File: src/rtl/bcd_event_counter.sv
// Multi-digit BCD event counter with wrap/saturate overflow handling and an
// active-low 7-segment decode per digit, with optional leading-zero blanking.
module bcd_event_counter #(
  parameter int NDIG  = 3,
  parameter int SAT   = 0,
  parameter int BLANK = 1
) (
  input  logic                Clock,
  input  logic                Reset_n,
  input  logic                Enable,
  input  logic                Hold,
  input  logic                Clear,
  output logic [4*NDIG-1:0]   BCD,
  output logic [7*NDIG-1:0]   HEX,
  output logic                Carry,
  output logic                Ovf
);

  logic [4*NDIG-1:0] bcd_q;
  logic [4*NDIG-1:0] bcd_inc;
  logic [NDIG:0]     ripple;   // ripple[i]: digit i increments this event
  logic              accept;
  logic              ovf_q;

  function automatic logic [6:0] seg7(input logic [3:0] d);
    case (d)
      4'd0:    seg7 = 7'b1000000;
      4'd1:    seg7 = 7'b1111001;
      4'd2:    seg7 = 7'b0100100;
      4'd3:    seg7 = 7'b0110000;
      4'd4:    seg7 = 7'b0011001;
      4'd5:    seg7 = 7'b0010010;
      4'd6:    seg7 = 7'b0000010;
      4'd7:    seg7 = 7'b1111000;
      4'd8:    seg7 = 7'b0000000;
      4'd9:    seg7 = 7'b0010000;
      default: seg7 = 7'b1111111;
    endcase
  endfunction

  assign accept = Reset_n && !Clear && !Hold && Enable;

  // Ripple the increment upward; ripple[NDIG] means the count was all-9s.
  always_comb begin
    // NOTE: every output of a combinational block gets a default first, so no
    // path leaves it unassigned and no latch is inferred.
    ripple    = '0;
    bcd_inc   = bcd_q;
    ripple[0] = accept;
    for (int i = 0; i < NDIG; i++) begin
      if (ripple[i])
        bcd_inc[4*i +: 4] = (bcd_q[4*i +: 4] == 4'd9) ? 4'd0 : bcd_q[4*i +: 4] + 4'd1;
      ripple[i+1] = ripple[i] && (bcd_q[4*i +: 4] == 4'd9);
    end
  end

  always_ff @(posedge Clock) begin
    // NOTE: state registers use non-blocking assignments so every register
    // samples pre-edge values, independent of statement order.
    if (!Reset_n) begin
      bcd_q <= '0;
      ovf_q <= 1'b0;
    end else if (Clear) begin
      bcd_q <= '0;
      ovf_q <= 1'b0;
    end else if (accept) begin
      if (ripple[NDIG])
        ovf_q <= 1'b1;
      if (!(ripple[NDIG] && SAT != 0))
        bcd_q <= bcd_inc;
    end
  end

  // Walk from the top digit down; a digit is blanked while it and all higher
  // digits are zero. Digit 0 always shows.
  always_comb begin
    logic zero_above;
    HEX        = '1;
    zero_above = 1'b1;
    for (int i = NDIG - 1; i >= 0; i--) begin
      zero_above = zero_above && (bcd_q[4*i +: 4] == 4'd0);
      if (BLANK != 0 && i > 0 && zero_above)
        HEX[7*i +: 7] = 7'b1111111;
      else
        HEX[7*i +: 7] = seg7(bcd_q[4*i +: 4]);
    end
  end

  assign BCD   = bcd_q;
  assign Ovf   = ovf_q;
  assign Carry = ripple[NDIG] && (SAT == 0);

endmodule

File: config.mk
export PLATFORM = sky130hd
export DESIGN_NAME = bcd_event_counter
export DESIGN_NICKNAME = d
export VERILOG_FILES = /design/src/rtl/bcd_event_counter.sv
export SDC_FILE = /design/constraint.sdc
export NUM_CORES = 1
export LEC_CHECK = 0
export ABC_AREA = 0
export BUFFER_PORTS_ARGS = -buffer_cell sky130_fd_sc_hd__buf_2
export CORE_MARGIN = 4
export CORE_UTILIZATION = 59
export DETAILED_ROUTE_END_ITERATION = 6
export GPL_TIMING_DRIVEN = 0
export HOLD_SLACK_MARGIN = 0.06
export PLACE_DENSITY_LB_ADDON = 0.05
export SLEW_MARGIN = 10
export SYNTH_ARGS = -nofsm -noshare
export SYNTH_HDL_FRONTEND = slang
export SYNTH_SLANG_ARGS = --single-unit
File: constraint.sdc
create_clock -name Clock -period 3.65 [get_ports Clock]
set_input_delay 0.365 -clock Clock [delete_from_list [all_inputs] [get_ports Clock]]
set_output_delay 0.365 -clock Clock [all_outputs]
set_load 0.02 [all_outputs]
==> flow_summary.yaml <==
synthesis:
  syn_area_per_cell_um2: 8.823
  synthDistinctLibCells: 48
  synth-edff-count: 0
  synth_top_area_cell: "dfxtp_1"
  synthCells: 231
  synth_ff_type: "dfxtp_1"
  ys_top_cells_by_area: "dfxtp_1 33%, ha_1 15%, nand2b_1 4.6%, a21oi_1 4.4%, mux2i_1 4.4%"
  yosys.area.top_type_share_pct: 33.39
  synth.yosys.seq_area_share_pct: 33.39
  async_flop_share_pct: 0
  ys_warn_count: 0
  synth_nets: 260
  yosys_register_bits: 34
  syn_area_um2: 2038
final_layout:
  stdcell_count: 323
  finish.net_count: 306
  area_growth_pct: 16.39
  ff_latch_area_um2: 680.7
  multi_input_area_um2: 1241
  layout-drive-gt1-share_pct: 23.83
  fill_cells: 286
  diodes: 0
clocking:
  numCtsBuffers: 5
  clkTransAtPathRegs_ns: 0.09
  cts-root-buf: "clkbuf_4"
  worstSkewPairLatency_ns: 0.33
  clock_sinks: 34
  cts_tree: "done"
  cts_setup_buffers: 0
  cts_max_level: 2
  cts_buffer_depth: 2
  cts-resized-gates: 0
  hold_buffers: 0
critical_path:
  cp_data_required_time_ns: 3.92
  critPathLaunchType: "register"
  arrival_ns: 3.01
  critPathMaxFanout: 6
  ff2ff_setup_slack_ns: 0.90
  rr_startpoint: "BCD[0]"
  rr_worst_depth: 9
  crit_path_end_kind: "register"
  crit_type: "reg -> reg"
worst_hold_path:
  hold-path-endpoint: "Ovf"
  hold_class: "reg -> reg"
  worstHoldStart: "Ovf"
  whs_path_depth: 2
die:
  die_area_um2: 4459
  ioPinCount: 40
  initial_utilization_pct: 61.08
  die_h_um: 66.78
  rows: 21
  core_um2: 3337
  die_width_um: 66.78
detailed_routing:
  wl_mm: 3.967
  vias: 1667
  postRouteAntennaNets: 0
  vias_per_cell: 5.161
  drtPass1Iterations: 4
  routedWlPerCell_um: 12.28
  drtIter0Drc: 79
  drc: 0
grt:
  grt_pass1_vias: 1564
  overflow: 0
  grt_pass1_wl_mm: 6.713
  grt_max_degree: 11
  gr-usage-all-layers_pct: 19.46
  grt_antenna_before_repair: 0
sta:
  rsz0062_at_grt: "false"
  finalHoldViolations: 0
  finalSetupTns_ns: 0
  fmax_ghz: 0.3639
  period_share_pct: 75.30
  drv_slew: 0
  worst_pin_slew_ns: 0.7347
  skew_ns: 0.004000
  finalSetupViolCount: 0
  max_slew_margin_pct: 50.91
  period_needed_ns: 2.748
place:
  dp.cells: 316
  gp_congestion: 0.8887
  io_buffers: 39
  dp_hpwl_mm: 3.007
power_and_ir_drop:
  combPwrFrac_pct: 2.8
  switching_share_pct: 19.32
  clockPowerShare_pct: 41.4
  seq_power_share_pct: 55.8
  ir_drop_uv: 246.0
  p_per_area_nw_per_um2: 280.9
  cellLeakagePower_nw: 1.036
  intPower_mw: 0.5376
  p_sw_mw: 0.1288
run:
  drv_cap: 0
status:
  outcome: "complete, no violations"
final cells by class:
type	count	area share (%)
Timing Repair Buffer	39	8.228
Tap cell	46	2.426
Clock buffer	6	2.162
Multi-Input combinational cell	169	52.32
Clock inverter	1	1.266
Buffer	7	1.582
Inverter	21	3.323
Sequential cell	34	28.69
synthesized netlist by cell type, types with 3 or more instances:
cell,instances
inv_1,21
nand2_1,15
dfxtp_1,34
ha_1,24
o21ai_0,11
clkbuf_1,3
a31oi_1,4
or2_2,7
nor3_1,3
a21boi_0,3
a21oi_1,18
nor2_1,14
nand2b_1,15
nand3_1,5
and2_1,4
nand3b_1,3
mux2i_1,9
nor3b_1,3
stage by stage:
step | power, mW | hold slack [ns] | worst slack, ns | cell area [µm²] | util [%]
final | 0.6663 | 0.4686 | 0.9017 | 2372 | 71.09
after global routing | 0.6942 | 0.5000 | 0.6487 | 2372 | 71.09
after CTS | 0.6755 | 0.4739 | 0.9168 | 2372 | 71.09
after detailed placement | 0.3991 | 0.4523 | 0.9485 | 2291 | 68.65
after global placement | 0.3988 | 0.4464 | 0.9529 | 2291 | 68.65
after floorplan | 0.3920 | 0.5555 | 1.129 | 2038 | -
layer usage:
layer	vias to the layer above	global-route usage, %	part of all wire (%)
met5	-	0	0
li1	878	-	-
met1	739	23.40	47
met3	9	4.216	5.1
met2	41	33.66	46
met4	0	7.107	1.5
critical path, stage by stage, from the launching register on:
cell and delay, ns:
dfxtp_1 0.43, ha_1 0.23, nand3b_1 0.23, nor3_1 0.48, mux2_2 0.42, nor2_1 0.19, inv_1 0.12, ha_1 0.21
o221a_2 0.29, a21oi_1 0.10
cells by family (layout without fill, tap and decap cells):
family          after synthesis  count (layout)  share of synthesized area (%)
flops                        34              34                          33.39
buf+inv                      28              74                          5.709
fa+ha+maj                    24              24                          14.73
xor+xnor                      2               2                         0.8596
compound gates               51              51                          17.01
mux                          11              11                          5.525
simple gates                 81              81                          22.77
layout by cell type, fill, tap and decap left out, types with 4 or more instances in the layout:
master / count
inv_1: 21
a31oi_1: 4
or2_2: 7
nand2b_1: 15
and2_1: 4
nand3_1: 5
clkbuf_4: 5
ha_1: 24
nand2_1: 15
o21ai_0: 11
mux2i_1: 9
dfxtp_1: 34
a21oi_1: 18
nor2_1: 14
buf_2: 41
how the worst max path moves through the flow:
stage | cells after the start | slack, ns | endpoint | from
detailed placement | 10 | 0.95 | register | Hold
global placement | 10 | 0.95 | register | Hold
CTS | 9 | 0.92 | register | BCD[0]
global route | 9 | 0.65 | register | BCD[0]
finish | 9 | 0.90 | register | BCD[0]
floorplan | 9 | 1.13 | register | BCD[0]
power groups by stage:
stage               registers (mW)  logic, mW  clock network (mW)
global placement             0.381     0.0183                   0
global route                 0.372     0.0207               0.301
CTS                          0.372     0.0186               0.285
finish                       0.372     0.0184               0.276
detailed placement           0.381     0.0186                   0
floorplan                    0.382     0.0103                   0
Note: power is estimated with default switching activity, not from simulation.
